[config.mk]
export PLATFORM = sky130hd
export DESIGN_NAME = vcore_vcfg_ctrl
export DESIGN_NICKNAME = d
export VERILOG_FILES = /design/src/rtl/vcore_vcfg_ctrl.sv
export SDC_FILE = /design/constraint.sdc
export NUM_CORES = 1
export LEC_CHECK = 0
export CAP_MARGIN = 20
export CORE_MARGIN = 2
export CORE_UTILIZATION = 33
export CTS_BUF_LIST = sky130_fd_sc_hd__clkbuf_8
export DETAILED_ROUTE_END_ITERATION = 16
export PLACE_DENSITY = 0.53
export SYNTH_ARGS = -nofsm -noshare
export SYNTH_HDL_FRONTEND = slang
export SYNTH_SLANG_ARGS = --single-unit
[constraint.sdc]
create_clock -name clk -period 4.43 [get_ports clk]
set_clock_uncertainty 0.15 [all_clocks]
set_input_delay 0.886 -clock clk [delete_from_list [all_inputs] [get_ports clk]]
set_output_delay 0.886 -clock clk [all_outputs]
set_load 0.02 [all_outputs]
[src/rtl/vcore_vcfg_ctrl.sv]
// vcore_vcfg_ctrl: per-thread vector configuration controller.
// Executes vsetvl-style requests (SEW decode, VL = min(AVL or current VL, VLMAX)),
// commits per-thread VL/SEW/VILL CSRs and tracks outstanding vector instructions
// per thread so that a vsetvl is only accepted once its thread has drained.
// Optional build macro: VCORE_VCFG_PMU_EN adds pmu_vset_cnt_o / pmu_stall_cnt_o.
// Ports:
//   clk, rst                         clock, asynchronous active-high reset
//   req_*  (vld/rdy/tid/avl/sew/keep) vsetvl request channel from issue
//   rsp_*  (vld/rdy/tid/vl/err)       committed-configuration response
//   iss_*  (vld/tid/rdy), ret_*       vector instruction issue / retire strobes
//   csr_vl_o/csr_sew_o/csr_vill_o     flat per-thread CSR read ports, thread 0 in LSBs
//   ots_zero_o                        per-thread outstanding counter == 0
module vcore_vcfg_ctrl #(
  parameter int unsigned THREAD_CNT = 4,
  parameter int unsigned VDP_W      = 512,
  parameter int unsigned VLEN_W     = 7,
  parameter int unsigned AVL_W      = 16,
  parameter int unsigned OTS_CTR_W  = 5,
`ifdef VCORE_VCFG_PMU_EN
  parameter int unsigned PMU_EVT_W  = 64,
`endif
  localparam int unsigned TID_W     = (THREAD_CNT > 1) ? $clog2(THREAD_CNT) : 1
) (
  input  logic                         clk,
  input  logic                         rst,
  input  logic                         req_vld_i,
  output logic                         req_rdy_o,
  input  logic [TID_W-1:0]             req_tid_i,
  input  logic [AVL_W-1:0]             req_avl_i,
  input  logic [1:0]                   req_sew_i,
  input  logic                         req_keep_i,
  output logic                         rsp_vld_o,
  input  logic                         rsp_rdy_i,
  output logic [TID_W-1:0]             rsp_tid_o,
  output logic [VLEN_W-1:0]            rsp_vl_o,
  output logic                         rsp_err_o,
  input  logic                         iss_vld_i,
  input  logic [TID_W-1:0]             iss_tid_i,
  output logic                         iss_rdy_o,
  input  logic                         ret_vld_i,
  input  logic [TID_W-1:0]             ret_tid_i,
  output logic [THREAD_CNT*VLEN_W-1:0] csr_vl_o,
  output logic [THREAD_CNT*2-1:0]      csr_sew_o,
  output logic [THREAD_CNT-1:0]        csr_vill_o,
  output logic [THREAD_CNT-1:0]        ots_zero_o
`ifdef VCORE_VCFG_PMU_EN
  ,
  output logic [PMU_EVT_W-1:0]         pmu_vset_cnt_o,
  output logic [PMU_EVT_W-1:0]         pmu_stall_cnt_o
`endif
);

  localparam int unsigned CMP_W = (AVL_W > VLEN_W) ? AVL_W : VLEN_W;
  localparam logic [OTS_CTR_W-1:0] OTS_MAX = '1;
  localparam logic [VLEN_W-1:0] VLMAX_8  = VLEN_W'(VDP_W / 8);
  localparam logic [VLEN_W-1:0] VLMAX_16 = VLEN_W'(VDP_W / 16);
  localparam logic [VLEN_W-1:0] VLMAX_32 = VLEN_W'(VDP_W / 32);

  // S1 stage
  logic              s1_vld_q;
  logic [TID_W-1:0]  s1_tid_q;
  logic [AVL_W-1:0]  s1_avl_q;
  logic [1:0]        s1_sew_q;
  logic              s1_keep_q;
  logic [VLEN_W-1:0] s1_vlmax_q;
  // S2 stage (response)
  logic              rsp_vld_q;
  logic [TID_W-1:0]  rsp_tid_q;
  logic [VLEN_W-1:0] rsp_vl_q;
  logic              rsp_err_q;
  // CSRs and counters
  logic [THREAD_CNT-1:0][VLEN_W-1:0]    csr_vl_q;
  logic [THREAD_CNT-1:0][1:0]           csr_sew_q;
  logic [THREAD_CNT-1:0]                csr_vill_q;
  logic [THREAD_CNT-1:0][OTS_CTR_W-1:0] ots_q, ots_d;

  logic              s1_adv;
  logic              req_acc;
  logic [VLEN_W-1:0] vlmax_d;
  logic [VLEN_W-1:0] cur_vl;
  logic [CMP_W-1:0]  vl_src;
  logic [VLEN_W-1:0] vl_d;
  logic              err_d;
  logic              commit;

  // Request handshake and VLMAX decode at accept
  always_comb begin
    s1_adv  = !rsp_vld_q || rsp_rdy_i;
    for (int t = 0; t < THREAD_CNT; t++) ots_zero_o[t] = (ots_q[t] == '0);
    req_rdy_o = (!s1_vld_q || s1_adv) && ots_zero_o[req_tid_i] &&
                !(s1_vld_q && (s1_tid_q == req_tid_i));
    req_acc = req_vld_i && req_rdy_o;
    iss_rdy_o = (ots_q[iss_tid_i] != OTS_MAX);
    unique case (req_sew_i)
      2'b00:   vlmax_d = VLMAX_8;
      2'b01:   vlmax_d = VLMAX_16;
      2'b10:   vlmax_d = VLMAX_32;
      default: vlmax_d = '0;
    endcase
  end

  // VL resolve in S1. The CSR write happens on the S1->S2 edge and the
  // same-thread guard on req_rdy keeps a second request for a thread out of S1
  // until its predecessor has committed, so the CSR already carries the
  // freshest committed VL for keep-mode requests.
  always_comb begin
    cur_vl = csr_vl_q[s1_tid_q];
    vl_src = s1_keep_q ? CMP_W'(cur_vl) : CMP_W'(s1_avl_q);
    err_d  = (s1_sew_q == 2'b11);
    if (err_d)                           vl_d = '0;
    else if (vl_src < CMP_W'(s1_vlmax_q)) vl_d = VLEN_W'(vl_src);
    else                                 vl_d = s1_vlmax_q;
    commit = s1_vld_q && s1_adv;
  end

  // Outstanding counters; a simultaneous issue and retire on one thread cancel
  always_comb begin
    ots_d = ots_q;
    for (int t = 0; t < THREAD_CNT; t++) begin
      if ((iss_vld_i && iss_rdy_o && (iss_tid_i == TID_W'(t))) &&
          !(ret_vld_i && (ret_tid_i == TID_W'(t)) && (ots_q[t] != '0)))
        ots_d[t] = ots_q[t] + OTS_CTR_W'(1);
      else if (!(iss_vld_i && iss_rdy_o && (iss_tid_i == TID_W'(t))) &&
               (ret_vld_i && (ret_tid_i == TID_W'(t)) && (ots_q[t] != '0)))
        ots_d[t] = ots_q[t] - OTS_CTR_W'(1);
    end
  end

  always_ff @(posedge clk or posedge rst) begin
    if (rst) begin
      s1_vld_q   <= 1'b0;
      s1_tid_q   <= '0;
      s1_avl_q   <= '0;
      s1_sew_q   <= '0;
      s1_keep_q  <= 1'b0;
      s1_vlmax_q <= '0;
      rsp_vld_q  <= 1'b0;
      rsp_tid_q  <= '0;
      rsp_vl_q   <= '0;
      rsp_err_q  <= 1'b0;
      csr_vl_q   <= '0;
      csr_sew_q  <= {THREAD_CNT{2'b01}};
      csr_vill_q <= '1;
      ots_q      <= '0;
    end else begin
      if (req_acc) begin
        s1_vld_q   <= 1'b1;
        s1_tid_q   <= req_tid_i;
        s1_avl_q   <= req_avl_i;
        s1_sew_q   <= req_sew_i;
        s1_keep_q  <= req_keep_i;
        s1_vlmax_q <= vlmax_d;
      end else if (s1_adv) begin
        s1_vld_q <= 1'b0;
      end
      if (s1_adv) begin
        rsp_vld_q <= s1_vld_q;
        if (s1_vld_q) begin
          rsp_tid_q <= s1_tid_q;
          rsp_vl_q  <= vl_d;
          rsp_err_q <= err_d;
        end
      end
      // Illegal SEW keeps the previous SEW code
      if (commit) begin
        csr_vl_q[s1_tid_q]   <= vl_d;
        csr_vill_q[s1_tid_q] <= err_d;
        if (!err_d) csr_sew_q[s1_tid_q] <= s1_sew_q;
      end
      ots_q <= ots_d;
    end
  end

  assign rsp_vld_o  = rsp_vld_q;
  assign rsp_tid_o  = rsp_tid_q;
  assign rsp_vl_o   = rsp_vl_q;
  assign rsp_err_o  = rsp_err_q;
  assign csr_vl_o   = csr_vl_q;
  assign csr_sew_o  = csr_sew_q;
  assign csr_vill_o = csr_vill_q;

`ifdef VCORE_VCFG_PMU_EN
  logic [PMU_EVT_W-1:0] pmu_vset_q;
  logic [PMU_EVT_W-1:0] pmu_stall_q;

  // Event counters, free-running with natural wrap
  always_ff @(posedge clk or posedge rst) begin
    if (rst) begin
      pmu_vset_q  <= '0;
      pmu_stall_q <= '0;
    end else begin
      if (req_acc)                 pmu_vset_q  <= pmu_vset_q + PMU_EVT_W'(1);
      if (req_vld_i && !req_rdy_o) pmu_stall_q <= pmu_stall_q + PMU_EVT_W'(1);
    end
  end

  assign pmu_vset_cnt_o  = pmu_vset_q;
  assign pmu_stall_cnt_o = pmu_stall_q;
`endif

  // Retiring on a thread with nothing outstanding indicates an issue-stage bug
  a_ret_on_zero: assert property (@(posedge clk) disable iff (rst)
    ret_vld_i |-> (ots_q[ret_tid_i] != '0));

endmodule
==> results of run 1 <==
-- per-layer routing --
layer	up-vias	share of wire
met5	-	0
met4	0	0.019
li1	1583	-
met1	1650	0.50
met3	11	0.031
met2	56	0.45
-- critical path: cells and delay by family --
family / cells / cell delay (ns)
multiplexers: 1 / 0.57
AND/OR/NAND/NOR: 1 / 0.18
buffers and inverters: 2 / 1.07
-- cells by family (layout without fill, tap and decap cells) --
| family | Yosys count | in the layout |
|---|---|---|
| adders and majority gates | 22 | 22 |
| and+or+nand+nor | 96 | 96 |
| AOI/OAI and AO/OA | 54 | 54 |
| muxes | 74 | 74 |
| buffers and inverters | 31 | 120 |
| xor gates and xnor gates | 21 | 21 |
| DFF | 96 | 96 |
-- final cells by class --
cell class | count | share of cell area
Multi-Input combinational cell | 267 | 0.381
Clock buffer | 10 | 0.0223
Inverter | 12 | 0.00769
Sequential cell | 96 | 0.390
Clock inverter | 6 | 0.0146
Timing Repair Buffer | 92 | 0.147
Tap cell | 184 | 0.0372
-- flip-flops by register name, indices dropped and copies added, names as in the netlist --
| signal | cells |
|---|---|
| csr_vl_o | 28 |
| ots_q | 20 |
| s1_avl_q | 16 |
| csr_sew_o | 8 |
| rsp_vl_o | 7 |
| csr_vill_o | 4 |
| s1_vlmax_q | 3 |
| rsp_tid_o | 2 |
| s1_sew_q | 2 |
| s1_tid_q | 2 |
| rsp_err_o | 1 |
| rsp_vld_o | 1 |
| s1_keep_q | 1 |
| s1_vld_q | 1 |
-- per-stage QoR --
stage	cell area [um2]	power, uW	setup WS (ns)	hold slack [ns]
2_1_floorplan	4900	2750	0.902	0.305
3_3_place_gp	5950	3360	0.687	0.305
3_5_place_dp	5950	3410	0.686	0.324
4_1_cts	6180	4090	0.685	0.339
5_1_grt	6180	4340	0.656	0.346
6_report	6180	4040	0.689	0.335
-- worst paths after layout --
check                                    from            end  slack [ns]
max in group asynchronous                 rst   csr_sew_o[2]        2.51
worst max-delay path             req_tid_i[0]      req_rdy_o        0.69
worst min-delay path            csr_vill_o[2]  csr_vill_o[2]        0.33
worst max register to register    s1_tid_q[0]    rsp_vl_o[6]        0.86
min in group asynchronous                 rst       ots_q[4]        0.77
worst min register to register  csr_vill_o[2]  csr_vill_o[2]        0.33
-- cell usage in the layout (no fill, tap or decap), drive strengths merged, types with 7 or more instances in the layout --
cell | netlist | layout
a21o | 7 | 7
a21oi | 8 | 8
clkbuf | 12 | 10
clkdlybuf4s50 | 0 | 87
dfrtp | 88 | 88
dfstp | 8 | 8
ha | 18 | 18
inv | 12 | 15
mux2 | 56 | 56
mux2i | 10 | 10
mux4 | 8 | 8
nand2 | 28 | 28
nand3 | 7 | 7
nor2 | 23 | 23
o21ai | 17 | 17
o22a | 8 | 8
xnor2 | 10 | 10
xor2 | 11 | 11
-- report_power, final --
group	switching [uW]	total, uW	leakage [uW]	internal, uW
registers	355	1590	0.00122	1230
logic	854	1790	0.00145	940
clock network	324	661	0.000119	337
total	1530	4040	0.00279	2510
==> impl_metrics.csv, run 1 <==
group,metric,value,unit
run_status,run_status,"finished, final reports clean",
logic_synthesis,synth.avg_cell_area,12.4,um2
power_and_ir_drop,p_leak,0.00279,uW
logic_synthesis,yosysSeqAreaShare,0.492,
logic_synthesis,synth_edf_count,0,
worst_setup_path,cp_common_cell,"clkdlybuf4s50_1",
routing,ant_nets,0,
clocking,cts_made_buffers,9,
die,initial_core_util,0.337,
logic_synthesis,synthMuxAreaShare,0.200,
final_layout,final_util,0.425,
worst_setup_path,worstSetupPathType,"input port to output port",
grt,antenna_found_initial,0,
grt,met1_usage,0.220,
logic_synthesis,synth-adder-area-share,0.0623,
sta,hold_viol_final,0,
sta,post-route-min-period,3.74,ns
routing,avgRoutedWirePerCell,17.4,um
grt,met2_usage,0.230,
logic_synthesis,syn_area,4900,um2
logic_synthesis,yosys-top-cells-count,"dfrtp_1 (88), nand2_1 (28), mux2_2 (23)",
logic_synthesis,synth_simple_gate_area_share,0.104,
die,rows,44,
grt,grt_pass1_wl,18800,um
logic_synthesis,postSynthCellCount,394,
logic_synthesis,synth_top_family_by_area,"multiplexers",
worst_setup_path,cp-start-kind,"input port",
sta,setup_violations,0,
routing,vias,3300,
job,cap_violations,0,
logic_synthesis,synth.most_common_cell,"dfrtp_1",
grt,grt_pass1_vias,3378,
routing,drc_errors,0,
sta,fin_tns_setup,0,ns
final_layout,num-fill-cells,1358,
grt,grt_max_degree,45,
worst_hold_path,holdPathStages,2,
place,place_congestion,0.753,
sta,rsz0062_at_grt,"false",
sta,max_slew_margin,0.491,
sta,tightest_slew,0.761,ns
clocking,clock_latency,0.37,ns
power_and_ir_drop,pwr_density_cell,654,nW/um2
grt,met3_usage,0.0285,
clocking,cts_hold_buffers,0,
worst_setup_path,reg2reg_depth,9,
routing,viasPerCell,4.95,
clocking,cts.clk_slew.worst_paths,0.09,ns
clocking,clock-root-buffer,"clkbuf_8",
routing,initialDrtViolationCount,119,
sta,timing.final.crit_share,0.845,
logic_synthesis,syn_nets,447,
final_layout,drive_above_1_share,0.178,
clocking,clock-sinks,96,
logic_synthesis,synthTopCellsByArea,"dfrtp_1 (45%), mux2_4 (5.8%), mux2_2 (5.3%)",
worst_setup_path,path_cells,"clkdlybuf4s50_1, mux4_2, and2_1, clkdlybuf4s50_1",
worst_setup_path,crit_required,3.39,ns
sta,slew_viol_final,0,
worst_setup_path,slowest_stage,"mux4_2",
final_layout,regArea,2410,um2
logic_synthesis,synthFlopType,"dfrtp_1",
logic_synthesis,synth_top_area_frac,0.449,
worst_setup_path,path_max_fanout,3,
logic_synthesis,ys_ff_latch,96,
place,portBuffers,87,
grt,track_usage,0.153,
grt,overflow,0,
clocking,cts_tree,"built",
logic_synthesis,synth-compound-area-share,0.0766,
clocking,post_cts_buffers,0,
die,dieArea,15800,um2
final_layout,stdcell_count,667,
place,dp_cells,651,
die,core_area,14500,um2
logic_synthesis,ys_types,48,
worst_hold_path,min_path_type,"flip-flop to flip-flop",
clocking,cts_max_level,3,
worst_setup_path,cp_slowest_stage_delay,0.57,ns
die,die_height,126,um
worst_setup_path,arrival,2.71,ns
logic_synthesis,synth-xor-area-share,0.0375,
routing,routed_wl,11600,um
clocking,ctsResizeCount,0,
final_layout,diodes,0,
place,post-dp-hpwl,8430,um
power_and_ir_drop,ir_drop,0.230,mV
final_layout,areaGrowthSynthToFinish,26.1,%
die,io-pin-count,88,
logic_synthesis,yosysWarnings,0,
logic_synthesis,async_flop_share,1.00,
grt,top_usage_layer,"met2",
final_layout,multiInputGateArea,2350,um2
routing,firstDrtPassIters,4,
die,die_x,126,um
worst_setup_path,worst_setup_path_end_kind,"output port",
sta,max_clock_freq,267,MHz
clocking,clock_path_buffers,2,
logic_synthesis,synth_top_cell_by_area,"dfrtp_1",
final_layout,nets,531,
No activity file was read; power rests on OpenSTA's default activity.
==> run 2, diff against run 1 <==
--- a/config.mk
+++ b/config.mk
@@ -10,7 +10,7 @@
 export CORE_UTILIZATION = 33
 export CTS_BUF_LIST = sky130_fd_sc_hd__clkbuf_8
 export DETAILED_ROUTE_END_ITERATION = 16
-export PLACE_DENSITY = 0.53
+export PLACE_DENSITY = 0.55
 export SYNTH_ARGS = -nofsm -noshare
 export SYNTH_HDL_FRONTEND = slang
 export SYNTH_SLANG_ARGS = --single-unit
==> constraint.sdc (replaced) <==
create_clock -name clk -period 3 [get_ports clk]
set_clock_uncertainty 0.15 [all_clocks]
set_input_delay 0.6 -clock clk [delete_from_list [all_inputs] [get_ports clk]]
set_output_delay 0.6 -clock clk [all_outputs]
set_load 0.02 [all_outputs]
==> run 2 against run 1 <==
  * Worst hold slack got worse by 0.0095 ns
  * Die area unchanged
  * Flip-flop and latch count unchanged
  * Critical endpoint is now rsp_vl_o[5]
  * Clock power up 25%
  * Largest power group unchanged
  * Register-to-register slack got worse by 0.77 ns
  * Routed wire length grew 4.3%
  * Cell area up 8.4%
  * Core utilization grew 3.6 points
==> impl_metrics.csv, run 2 (synthesis gave the netlist of run 1 again) <==
group,metric,value,unit
sta,post-route-min-period,2.91,ns
final_layout,areaGrowthSynthToFinish,36.6,%
final_layout,num-fill-cells,1362,
grt,overflow,0,
sta,max_clock_freq,344,MHz
worst_setup_path,arrival,3.09,ns
die,dieArea,15800,um2
routing,routed_wl,12100,um
power_and_ir_drop,ir_drop,0.406,mV
routing,avgRoutedWirePerCell,16.8,um
worst_setup_path,cp-start-kind,"flip-flop",
worst_hold_path,holdPathStages,2,
clocking,clock_path_buffers,2,
final_layout,final_util,0.461,
worst_setup_path,path_cells,"mux4_2, mux2i_2, inv_1, ha_4, nor2b_1, o21ai_2, nand3_2, o32ai_2, mux2_2",
final_layout,diodes,0,
routing,drc_errors,0,
grt,grt_pass1_wl,19800,um
place,portBuffers,87,
final_layout,mostFrequentLayoutCells,"dfrtp_1 (87), clkdlybuf4s50_1 (85), buf_4 (56)",
routing,initialDrtViolationCount,186,
place,place_congestion,0.779,
die,rows,44,
sta,slew_viol_final,0,
power_and_ir_drop,totalPowerFinal,6400,uW
worst_setup_path,worstSetupPathType,"flip-flop to flip-flop",
place,post-dp-hpwl,8770,um
routing,firstDrtPassIters,4,
die,initial_core_util,0.337,
sta,max_slew_margin,0.558,
worst_hold_path,min_path_type,"flip-flop to flip-flop",
grt,antenna_found_initial,0,
worst_setup_path,r2r_setup_slack,0.09,ns
sta,setup_slack,0.0923,ns
sta,hold_viol_final,0,
clocking,clock_latency,0.38,ns
worst_setup_path,cp_slowest_stage_delay,0.55,ns
run_status,run_status,"finished, final reports clean",
place,placed_area,6340,um2
die,die_x,126,um
final_layout,largest_reg_flops,28,
worst_hold_path,holdPathEnd,"csr_vill_o[0]",
clocking,cts_made_buffers,9,
final_layout,drive_above_1_share,0.300,
sta,rsz0062_at_grt,"true",
worst_setup_path,slowest_stage,"mux4_2",
routing,viasPerCell,4.86,
final_layout,final_area,6700,um2
sta,fin_tns_setup,0,ns
die,io-pin-count,88,
clocking,cts.clk_slew.worst_paths,0.11,ns
job,cap_violations,0,
die,core_area,14500,um2
power_and_ir_drop,p_leak,0.00305,uW
worst_setup_path,crit_family,"multiplexers",
die,die_height,126,um
grt,track_usage,0.159,
grt,grt_max_degree,40,
clocking,cts_tree,"built",
final_layout,nets,585,
worst_setup_path,reg2reg_depth,9,
routing,vias,3505,
power_and_ir_drop,pwr_density_cell,956,nW/um2
worst_setup_path,path_buf_inv,1,
clocking,cts_max_level,3,
clocking,clock-root-buffer,"clkbuf_8",
sta,tightest_slew,0.662,ns
sta,timing.final.crit_share,0.969,
clocking,clock-sinks,96,
worst_setup_path,crit_required,3.18,ns
sta,setup_violations,0,
worst_setup_path,worst_setup_path_end_kind,"flip-flop",
worst_setup_path,path_max_fanout,5,
grt,grt_pass1_vias,3716,
worst_setup_path,r2r-end,"rsp_vl_o[5]",
routing,ant_nets,0,
final_layout,final_common_cell,"dfrtp_1",
worst_setup_path,rr_startpoint,"s1_tid_q[0]",
worst_hold_path,min-delay-start,"csr_vill_o[0]",
place,post-place-ws,-0.223,ns
## run 2: cell count changes in the layout (fill, tap and decap cells not counted), sizes merged
cell           previous run  this run
buf                       5        59
inv                      15        13
bufinv                    2         0
clkinvlp                  0         2
dlygate4sd2               0         1
clkdlybuf4s50            87        85
clkinv                    1         4
## run 2: worst max-delay path by stage
stage | from | to | slack (ns) | depth (start not counted)
after floorplan | ots_q[16] | ots_q[19] | 0.007 | 11
after global placement | ret_vld_i | ots_q[19] | -0.16 | 11
after detailed placement | ret_tid_i[0] | ots_q[19] | -0.22 | 11
after CTS | ots_q[7] | req_rdy_o | 0.0002 | 5
after global routing | s1_tid_q[0] | rsp_vl_o[5] | -0.06 | 9
final | s1_tid_q[0] | rsp_vl_o[5] | 0.09 | 9
## run 2: stage by stage
step	hold WS [ns]	std cells
3_3_place_gp	0.304	697
2_1_floorplan	0.305	394
4_1_cts	0.326	713
3_5_place_dp	0.311	697
6_report	0.325	721
5_1_grt	0.347	721
## run 2: metal layers
layer / part of all wire / track usage / wire length (um) / up-vias
met2: 0.47 / 0.251 / 5720 / 62
li1: - / - / - / 1687
met1: 0.47 / 0.216 / 5730 / 1743
met5: 0 / 0 / 0 / -
met4: 0.018 / 0.0601 / 213 / 0
met3: 0.037 / 0.0319 / 449 / 13
## run 2: what timing repair did
item,4_1_cts,5_1_grt
pin swaps,0,2
setup buffers,0,9
hold buffers,0,0
hold endpoints to repair,0,0
gates resized for setup,3,24
endpoints found under the setup margin,2,36
## run 2: worst register-to-register path: stages (launching register included)
cell and delay [ns]:
dfrtp_1 0.40, mux4_2 0.55, mux2i_2 0.20, inv_1 0.10, ha_4 0.22, nor2b_1 0.14
o21ai_2 0.21, nand3_2 0.15, o32ai_2 0.49, mux2_2 0.25
## run 2: power breakdown
part           internal, uW  switching [uW]  leakage [uW]
logic                  1790            1510       0.00174
registers              1820             452       0.00122
clock network           319             511     0.0000945
total                  3930            2480       0.00305
## run 2: layout make-up
type	count	area, um2	share of cell area
Sequential cell	96	2410	0.360
Tap cell	184	230	0.0344
Timing Repair Buffer	146	1350	0.201
Clock buffer	9	124	0.0185
Clock inverter	7	66.3	0.00990
Multi-Input combinational cell	267	2470	0.369
Inverter	12	48.8	0.00729
==> run 3, diff against run 2 <==
--- a/config.mk
+++ b/config.mk
@@ -10,7 +10,7 @@
 export CORE_UTILIZATION = 33
 export CTS_BUF_LIST = sky130_fd_sc_hd__clkbuf_8
 export DETAILED_ROUTE_END_ITERATION = 16
-export PLACE_DENSITY = 0.55
+export PLACE_DENSITY = 0.53
 export SYNTH_ARGS = -nofsm -noshare
 export SYNTH_HDL_FRONTEND = slang
 export SYNTH_SLANG_ARGS = --single-unit
==> constraint.sdc (replaced) <==
create_clock -name clk -period 3.7 [get_ports clk]
set_clock_uncertainty 0.15 [all_clocks]
set_input_delay 0.74 -clock clk [delete_from_list [all_inputs] [get_ports clk]]
set_output_delay 0.74 -clock clk [all_outputs]
set_load 0.02 [all_outputs]
==> run 3 against run 2 <==
  * Core utilization is 3.6 points lower
  * Sequential power is 17% lower
  * Count of clock-buffer cells in the layout stayed put
  * Die area stayed put
  * Routed wire length is 3.9% lower
  * Register-to-register slack better by 0.25 ns
  * Sequential share of layout area is 3.1 points higher
  * Total power is 25% lower
  * Cell count is 7.4% lower
==> impl_metrics.csv, run 3 (synthesis gave the netlist of run 1 again) <==
group,metric,value,unit
worst_setup_path,cp-start-kind,"input port",
worst_setup_path,worstSetupPathType,"input port to output port",
sta,hold_ws,0.323,ns
routing,avgRoutedWirePerCell,17.4,um
place,post-dp-hpwl,8450,um
sta,max_slew_margin,0.476,
clocking,cts_tree,"built",
die,dieArea,15800,um2
routing,highest_layer,"met4",
routing,firstDrtPassIters,4,
sta,tightest_slew,0.784,ns
sta,fin_tns_setup,0,ns
worst_setup_path,cp_common_cell,"clkdlybuf4s50_1",
worst_hold_path,min_path_type,"flip-flop to flip-flop",
clocking,cts_max_level,3,
clocking,ctsResizeCount,0,
worst_setup_path,path_cells,"clkdlybuf4s50_1, mux4_2, and2_1, clkdlybuf4s50_1",
clocking,post_cts_buffers,0,
place,portBuffers,87,
grt,antenna_found_initial,0,
die,die_height,126,um
die,core_area,14500,um2
worst_setup_path,arrival,2.58,ns
die,io-pin-count,88,
final_layout,diodes,0,
clocking,clock_path_buffers,2,
routing,wl_met3,345,um
final_layout,final_area,6170,um2
final_layout,final_util,0.425,
clocking,cts_hold_buffers,0,
worst_setup_path,crit_required,2.81,ns
worst_setup_path,slowest_stage,"mux4_2",
power_and_ir_drop,totalPowerFinal,4780,uW
final_layout,final_common_cell,"dfrtp_1",
worst_setup_path,path_max_fanout,3,
die,rows,44,
sta,hold_viol_final,0,
clocking,clock_latency,0.38,ns
final_layout,drive_above_1_share,0.180,
routing,initialDrtViolationCount,153,
routing,viasPerCell,4.95,
final_layout,largest_reg_flops,28,
routing,vias,3309,
clocking,cts.clk_slew.worst_paths,0.09,ns
sta,timing.final.crit_share,0.938,
grt,grt_max_degree,65,
run_status,run_status,"finished, final reports clean",
sta,setup_violations,0,
routing,ant_nets,0,
sta,rsz0062_at_grt,"false",
die,die_x,126,um
sta,slew_viol_final,0,
grt,track_usage,0.153,
die,initial_core_util,0.337,
clocking,clock-root-buffer,"clkbuf_8",
clocking,cts_made_buffers,9,
clocking,clock-sinks,96,
power_and_ir_drop,p_leak,0.00278,uW
worst_setup_path,worst_setup_path_end_kind,"output port",
power_and_ir_drop,ir_drop,0.450,mV
grt,grt_pass1_wl,18800,um
routing,wl_met1,5680,um
worst_setup_path,r2r_setup_slack,0.34,ns
sta,max_clock_freq,288,MHz
worst_setup_path,cp_slowest_stage_delay,0.58,ns
final_layout,mostFrequentLayoutCells,"dfrtp_1 (88), clkdlybuf4s50_1 (87), nand2_1 (28)",
place,place_congestion,0.750,
place,placed_area,5970,um2
final_layout,nets,532,
final_layout,areaGrowthSynthToFinish,25.9,%
grt,overflow,0,
routing,routed_wl,11600,um
power_and_ir_drop,pwr_density_cell,774,nW/um2
sta,post-route-min-period,3.47,ns
routing,met2_length,5420,um
routing,drc_errors,0,
grt,grt_pass1_vias,3363,
job,cap_violations,0,
[run 3: cell count changes in the layout (fill, tap and decap cells not counted), sizes merged]
| cell | before | now |
|---|---|---|
| buf | 59 | 6 |
| bufinv | 0 | 1 |
| clkbuf | 10 | 9 |
| clkdlybuf4s50 | 85 | 87 |
| clkinv | 4 | 2 |
| clkinvlp | 2 | 1 |
| dlygate4sd2 | 1 | 0 |
| inv | 13 | 15 |
[run 3: final cells by class]
| type | count | area [um2] |
|---|---|---|
| clock buffers | 9 | 124 |
| clock inverters | 7 | 72.6 |
| fillers | 1358 | 8360 |
| inverters | 12 | 47.5 |
| multi-input cells | 267 | 2350 |
| flip-flops and latches | 96 | 2410 |
| well taps | 184 | 230 |
| repair buffers | 93 | 928 |
[run 3: final timing paths]
path,startpoint,end,cells after the start
min in group asynchronous,rst,s1_vlmax_q[6],2
min reg2reg,csr_vill_o[0],csr_vill_o[0],2
max,req_tid_i[0],req_rdy_o,4
min,csr_vill_o[0],csr_vill_o[0],2
max in group asynchronous,rst,csr_vl_o[7],3
max reg2reg,s1_tid_q[0],csr_vl_o[2],9
[run 3: through the flow]
| stage | setup slack [ns] | instances |
|---|---|---|
| global placement | 0.250 | 652 |
| global route | 0.00199 | 668 |
| finish | 0.228 | 668 |
| detailed placement | 0.218 | 652 |
| floorplan | 0.318 | 394 |
| CTS | 0.194 | 668 |
[run 3: power by group]
| group | leakage (uW) | internal (uW) | switching (uW) | total (uW) |
|---|---|---|---|---|
| registers | 0.00122 | 1480 | 408 | 1880 |
| clock network | 0.000101 | 315 | 390 | 705 |
| logic | 0.00146 | 1150 | 1040 | 2190 |
| total | 0.00278 | 2940 | 1830 | 4780 |
[run 3: worst max-delay path, delay by kind of cell]
| kind | cells | cell delay, ns |
|---|---|---|
| buf+inv | 2 | 1.08 |
| mux | 1 | 0.58 |
| simple gates | 1 | 0.18 |
[run 3: metal layers]
layer	vias up	GRT usage
met5	-	0
met4	0	0.0582
met3	11	0.0314
met2	52	0.233
met1	1667	0.214
li1	1579	-
